--- src/rtl/ir_key_dispatcher.sv ---
// ir_key_dispatcher: queues debounced key presses, turns each into a command
// word for the IR encoder, and issues repeat requests while the key is held.
module ir_key_dispatcher #(
  parameter int NUM_KEYS      = 4,
  parameter int CMD_W         = 32,
  parameter int FIFO_DEPTH    = 4,
  parameter int REPEAT_DELAY  = 2700000,
  parameter int REPEAT_PERIOD = 2700000
) (
  input  logic                      clk,
  input  logic                      rst,
  input  logic [NUM_KEYS-1:0]       key_pressed,
  input  logic [NUM_KEYS-1:0]       key_state,
  input  logic [NUM_KEYS*CMD_W-1:0] cmd_table,
  output logic [CMD_W-1:0]          cmd,
  output logic                      cmd_repeat,
  output logic                      cmd_valid,
  input  logic                      cmd_ready,
  output logic                      overflow,
  output logic                      busy
);

  localparam int KW    = (NUM_KEYS > 1) ? $clog2(NUM_KEYS) : 1;
  localparam int PW    = $clog2(FIFO_DEPTH);
  localparam int CNTW  = PW + 1;
  localparam int MAXR  = (REPEAT_DELAY > REPEAT_PERIOD) ? REPEAT_DELAY : REPEAT_PERIOD;
  localparam int CW    = (MAXR > 1) ? $clog2(MAXR) : 1;
  localparam logic [CW-1:0]   DLY_LAST = CW'(REPEAT_DELAY - 1);
  localparam logic [CW-1:0]   PER_LAST = CW'(REPEAT_PERIOD - 1);
  localparam logic [CNTW-1:0] DEPTH_V  = CNTW'(FIFO_DEPTH);

  typedef enum logic [1:0] {IDLE, SEND, HOLD, RPT} state_t;

  state_t          state;
  logic [KW-1:0]   key_r;
  logic [CW-1:0]   cnt;
  logic            abort_r;

  logic [KW-1:0]   fifo_mem [FIFO_DEPTH];
  logic [PW-1:0]   wr_ptr;
  logic [PW-1:0]   rd_ptr;
  logic [CNTW-1:0] fifo_cnt;
  logic [CNTW-1:0] fifo_cnt_n;
  logic            fifo_empty;
  logic            fifo_full;
  logic            fifo_nonempty_n;
  logic            any_press;
  logic            multi_press;
  logic            push;
  logic            pop;
  logic            held;
  logic            leave;
  logic [KW-1:0]   press_idx;
  logic [KW-1:0]   head_key;

  // Lowest set bit wins when several keys pulse in the same cycle.
  function automatic logic [KW-1:0] lowest_idx(input logic [NUM_KEYS-1:0] v);
    lowest_idx = '0;
    for (int i = NUM_KEYS - 1; i >= 0; i--)
      if (v[i]) lowest_idx = KW'(i);
  endfunction

  // Counter increment that sticks at all-ones instead of wrapping.
  function automatic logic [CW-1:0] sat_inc(input logic [CW-1:0] c);
    sat_inc = (&c) ? c : c + CW'(1);
  endfunction

  // Queue status, push/pop decisions and hold/release conditions.
  always_comb begin
    fifo_empty      = (fifo_cnt == '0);
    fifo_full       = (fifo_cnt == DEPTH_V);
    any_press       = |key_pressed;
    multi_press     = |(key_pressed & (key_pressed - NUM_KEYS'(1)));
    press_idx       = lowest_idx(key_pressed);
    head_key        = fifo_mem[rd_ptr];
    pop             = (state == IDLE) && !fifo_empty;
    push            = any_press && (!fifo_full || pop);
    fifo_cnt_n      = fifo_cnt + CNTW'(push) - CNTW'(pop);
    fifo_nonempty_n = (fifo_cnt_n != '0);
    held            = key_state[key_r];
    leave           = !held || !fifo_empty;
  end

  // Queue pointers, occupancy and the sticky lost-press flag.
  always_ff @(posedge clk) begin
    if (rst) begin
      wr_ptr   <= '0;
      rd_ptr   <= '0;
      fifo_cnt <= '0;
      overflow <= 1'b0;
    end else begin
      if (push) wr_ptr <= wr_ptr + PW'(1);
      if (pop)  rd_ptr <= rd_ptr + PW'(1);
      fifo_cnt <= fifo_cnt_n;
      if (multi_press || (any_press && !push)) overflow <= 1'b1;
    end
  end

  // Queue storage; entries need no reset since occupancy is tracked separately.
  always_ff @(posedge clk) begin
    if (push && !rst) fifo_mem[wr_ptr] <= press_idx;
  end

  // Dispatch FSM: send a frame, then time the hold and issue repeats.
  always_ff @(posedge clk) begin
    if (rst) begin
      state      <= IDLE;
      key_r      <= '0;
      cnt        <= '0;
      abort_r    <= 1'b0;
      cmd        <= '0;
      cmd_repeat <= 1'b0;
      cmd_valid  <= 1'b0;
      busy       <= 1'b0;
    end else begin
      busy <= 1'b1;
      case (state)
        IDLE: begin
          if (pop) begin
            cmd        <= cmd_table[int'(head_key)*CMD_W +: CMD_W];
            cmd_repeat <= 1'b0;
            cmd_valid  <= 1'b1;
            key_r      <= head_key;
            state      <= SEND;
          end else begin
            busy <= fifo_nonempty_n;
          end
        end
        SEND: begin
          if (cmd_valid && cmd_ready) begin
            cmd_valid <= 1'b0;
            cnt       <= '0;
            state     <= HOLD;
          end
        end
        HOLD: begin
          if (leave) begin
            state <= IDLE;
            busy  <= fifo_nonempty_n;
          end else if (cnt == DLY_LAST) begin
            cmd_valid  <= 1'b1;
            cmd_repeat <= 1'b1;
            abort_r    <= 1'b0;
            state      <= RPT;
          end else begin
            cnt <= sat_inc(cnt);
          end
        end
        RPT: begin
          if (cmd_valid) begin
            // A pending repeat always completes; an abort only takes effect after it.
            if (cmd_ready) begin
              cmd_valid <= 1'b0;
              cnt       <= '0;
              abort_r   <= 1'b0;
              if (abort_r || leave) begin
                state <= IDLE;
                busy  <= fifo_nonempty_n;
              end
            end else if (leave) begin
              abort_r <= 1'b1;
            end
          end else if (leave) begin
            state <= IDLE;
            busy  <= fifo_nonempty_n;
          end else if (cnt == PER_LAST) begin
            cmd_valid  <= 1'b1;
            cmd_repeat <= 1'b1;
          end else begin
            cnt <= sat_inc(cnt);
          end
        end
        default: state <= IDLE;
      endcase
    end
  end

endmodule

--- config.mk ---
export PLATFORM = sky130hd
export DESIGN_NAME = ir_key_dispatcher
export DESIGN_NICKNAME = d
export VERILOG_FILES = /design/src/rtl/ir_key_dispatcher.sv
export SDC_FILE = /design/constraint.sdc
export NUM_CORES = 1
export LEC_CHECK = 0
export ABC_AREA = 1
export CORE_ASPECT_RATIO = 1.2
export CORE_MARGIN = 8
export CORE_UTILIZATION = 50
export CTS_CLUSTER_DIAMETER = 50
export DETAILED_ROUTE_END_ITERATION = 8
export MAX_ROUTING_LAYER = met4
export PLACE_DENSITY = 0.85
export SLEW_MARGIN = 20
export SYNTH_ARGS = -nofsm -noshare
export SYNTH_HDL_FRONTEND = slang
export SYNTH_SLANG_ARGS = --single-unit
export TNS_END_PERCENT = 100
--- constraint.sdc ---
create_clock -name clk -period 4.6 [get_ports clk]
set_clock_uncertainty 0.2 [all_clocks]
set_input_delay 1.15 -clock clk [delete_from_list [all_inputs] [get_ports clk]]
set_output_delay 1.15 -clock clk [all_outputs]
set_load 0.02 [all_outputs]
==> summary.md <==
| Metric | Value |
|---|---|
| Max-slew violation count | `0` |
| Layout area overhead | `38.4%` |
| Max cap viols | `0` |
| Register area share after synthesis | `0.323` |
| Synthesized instance count | `793` |
| Hold_sp | `cmd_repeat` |
| Yosys warns | `0` |
| Gr usage total | `0.246` |
| Status | `complete, no violations` |
| Slew HR | `0.305` |
| #FFs+latches synth | `80` |
| Critical path's slowest cell | `clkdlybuf4s50_1` |
| Worst Tran Pin Value | `1.04 ns` |
| Crit end category | `flop` |
| Routed WL per cell | `15.1 um` |
| Cells along the critical path | `clkdlybuf4s50_1 -> nor2_1 -> nand2_1 -> nand2_1 -> ha_1 -> inv_1 -> ha_1 -> fa_1 -> xor2_1 -> xor2_1 -> nor3_1 -> a21oi_1` |
| Worst vdd ir | `0.315 mV` |
| Clock Sinks | `80` |
| Die Height | `128 um` |
| TritonCTS clock tree | `done` |
| Via density | `5.18` |
| Worst Hold Path EP | `cmd_repeat` |
| DRC violation count after routing | `0` |
| Peak per-stage delay on the critical path | `0.52 ns` |
| Hold Crit Class | `flop to flop` |
| Cells on Worst Hold Path | `1` |
| Clk pin slew, worst setup/hold paths | `0.06 ns` |
| Critical Path RT | `4.62 ns` |
| R2R Path Start | `fifo_cnt[0]` |
| CTS Hold Bufs | `0` |
| CTS root buffer | `clkbuf_16` |
| Most frequent cells in the layout | `clkdlybuf4s50_1, nor2_1, nand2_1` |
| Final nets | `1,092` |
| 1st-pass router iterations | `5` |
| Vias in the first global route | `5,350` |
| Syn_nets | `940` |
| Layout cells sized above 1 | `0.0768` |
| Total I/O pin count | `175` |
| Crit path kind | `input port to flop` |
| Post-CTS sizing | `0` |
| Post-synthesis cell area | `5200 um^2` |
| Placed cell areas | `6900 um^2` |
| EDFF count, synth | `8` |
| Fin crit period | `3.39 ns` |
| R2R depth | `13` |
| First-pass GRT wire length | `26,300 um` |
| Synth cell types | `42` |
| Post-CTS Setup Inserts | `0` |
| Die X | `109 um` |
| Cell total after placement | `1,063` |
| Core footprint | `10,300 um^2` |
| Starting Density | `0.505` |
| Largest net degree at the start of global routing | `70` |
| Setup_tns | `0 ns` |
| Gr ovfl total | `0` |
| Dominant synthesized flop cell | `dfxtp_1` |
| Worst R2R Setup Slack | `1.73 ns` |
| Ys async rst share | `0` |
| Aggregate routed wire length | `16,300 um` |
| Post-route clock period utilization | `0.737` |
| Worst setup SP type | `input port` |
| RSZ-0062 raised after global routing | `false` |
| Most common cell after layout, fill and taps aside | `clkdlybuf4s50_1` |
| CP Max Fanout | `5` |
| Via count | `5,590` |
| Final hold vios | `0` |
| Crit path DAT | `3.41 ns` |
| I/O Buffers | `174` |
| # diodes | `0` |
| Fin cells | `1,079` |
| Clk_lat worst skew | `0.34 ns` |
| Power Density | `519 nW/um^2` |
| Initial antenna violation count | `0` |
| Cts bufs inserted | `9` |
| Iteration-0 DRC Markers | `282` |
| R2R Path End | `busy` |
| Total Die Area | `13,900 um^2` |
| Leakage | `2.98 nW` |
| GP Congestion | `0.929` |
| Mean area per synthesized cell | `6.56 um^2` |
| Total Power | `3.74 mW` |
| F_max | `0.295 GHz` |
| Post-Layout Inst Area | `7200 um^2` |
| Clock buffer depth | `2` |
| # rows | `41` |
| DP HPWL | `12,400 um` |
| Max H-tree Level | `3` |
| Final setup vio count | `0` |
| Antenna Violating Nets Remaining | `0` |
-- through the flow --
| step | util | setup WS, ns | hold slack [ns] |
|---|---|---|---|
| 6_report | 0.698 | 1.21 | 0.270 |
| 5_1_grt | 0.698 | 1.02 | 0.297 |
| 4_1_cts | 0.698 | 1.22 | 0.276 |
| 3_5_place_dp | 0.669 | 0.855 | 0.257 |
| 3_3_place_gp | 0.669 | 0.905 | 0.255 |
| 2_1_floorplan | - | 1.53 | 0.236 |
-- metal layers --
metal / global-route usage / routed length (um) / up-vias
met5: - / 0 / -
met2: 0.392 / 8090 / 174
met3: 0.0810 / 1370 / 30
met4: 0.107 / 478 / 0
met1: 0.274 / 6410 / 2506
li1: - / - / 2880
-- sequential cells by signal (all words and copies together), names as in the netlist, named ones only --
register and count:
cmd 32, fifo_mem 8, overflow 1, cnt 22, wr_ptr 2, cmd_repeat 1, abort_r 1, key_r 2
fifo_cnt 3, rd_ptr 2, state 2, busy 1, cmd_valid 1
-- report_power, final --
group          switching [mW]  internal, mW
clock network           0.305         0.425
logic                    1.26         0.765
registers               0.111         0.872
-- cell families after synthesis --
family                     after synthesis  synth area share
DFF                                     80             0.323
buffers and inverters                  137             0.118
adders and majority gates                8            0.0207
xor gates and xnor gates                 3           0.00505
AOI/OAI and AO/OA                      153             0.175
and+or+nand+nor                        412             0.358
-- worst max-delay path: cells and delay by family --
family	cells	cell delay, ns
AOI/OAI and AO/OA	1	0.09
xor gates and xnor gates	2	0.32
adders and majority gates	3	0.85
buffers and inverters	2	0.56
and+or+nand+nor	4	0.46
-- worst max-delay path by stage --
stage	from	end	slack, ns	cells after the start
3_3_place_gp	key_pressed[0]	busy	0.91	12
2_1_floorplan	key_pressed[3]	busy	1.53	11
3_5_place_dp	key_pressed[0]	busy	0.85	12
5_1_grt	key_pressed[2]	busy	1.02	12
6_report	key_pressed[0]	busy	1.21	12
4_1_cts	key_pressed[0]	busy	1.22	12
-- layout make-up --
type	count	area (um^2)
multi-input cells	576	2910
well taps	129	161
repair buffers	178	1770
flip-flops and latches	80	1680
clock inverters	7	77.6
fillers	866	3110
clock buffers	9	225
inverters	100	375
-- cells in the mapped netlist (10+ instances only) --
library cell | number | share of area
a21oi_1 | 22 | 0.021
buf_2 | 14 | 0.013
buf_6 | 11 | 0.024
clkbuf_1 | 11 | 0.0079
dfxtp_1 | 72 | 0.28
inv_1 | 88 | 0.063
inv_2 | 12 | 0.0087
nand2_1 | 127 | 0.092
nand3_1 | 56 | 0.054
nor2_1 | 158 | 0.11
nor2_2 | 10 | 0.012
o211ai_1 | 49 | 0.071
o21ai_0 | 66 | 0.063
or2_1 | 10 | 0.012
Power figures use the tool's default switching activity.
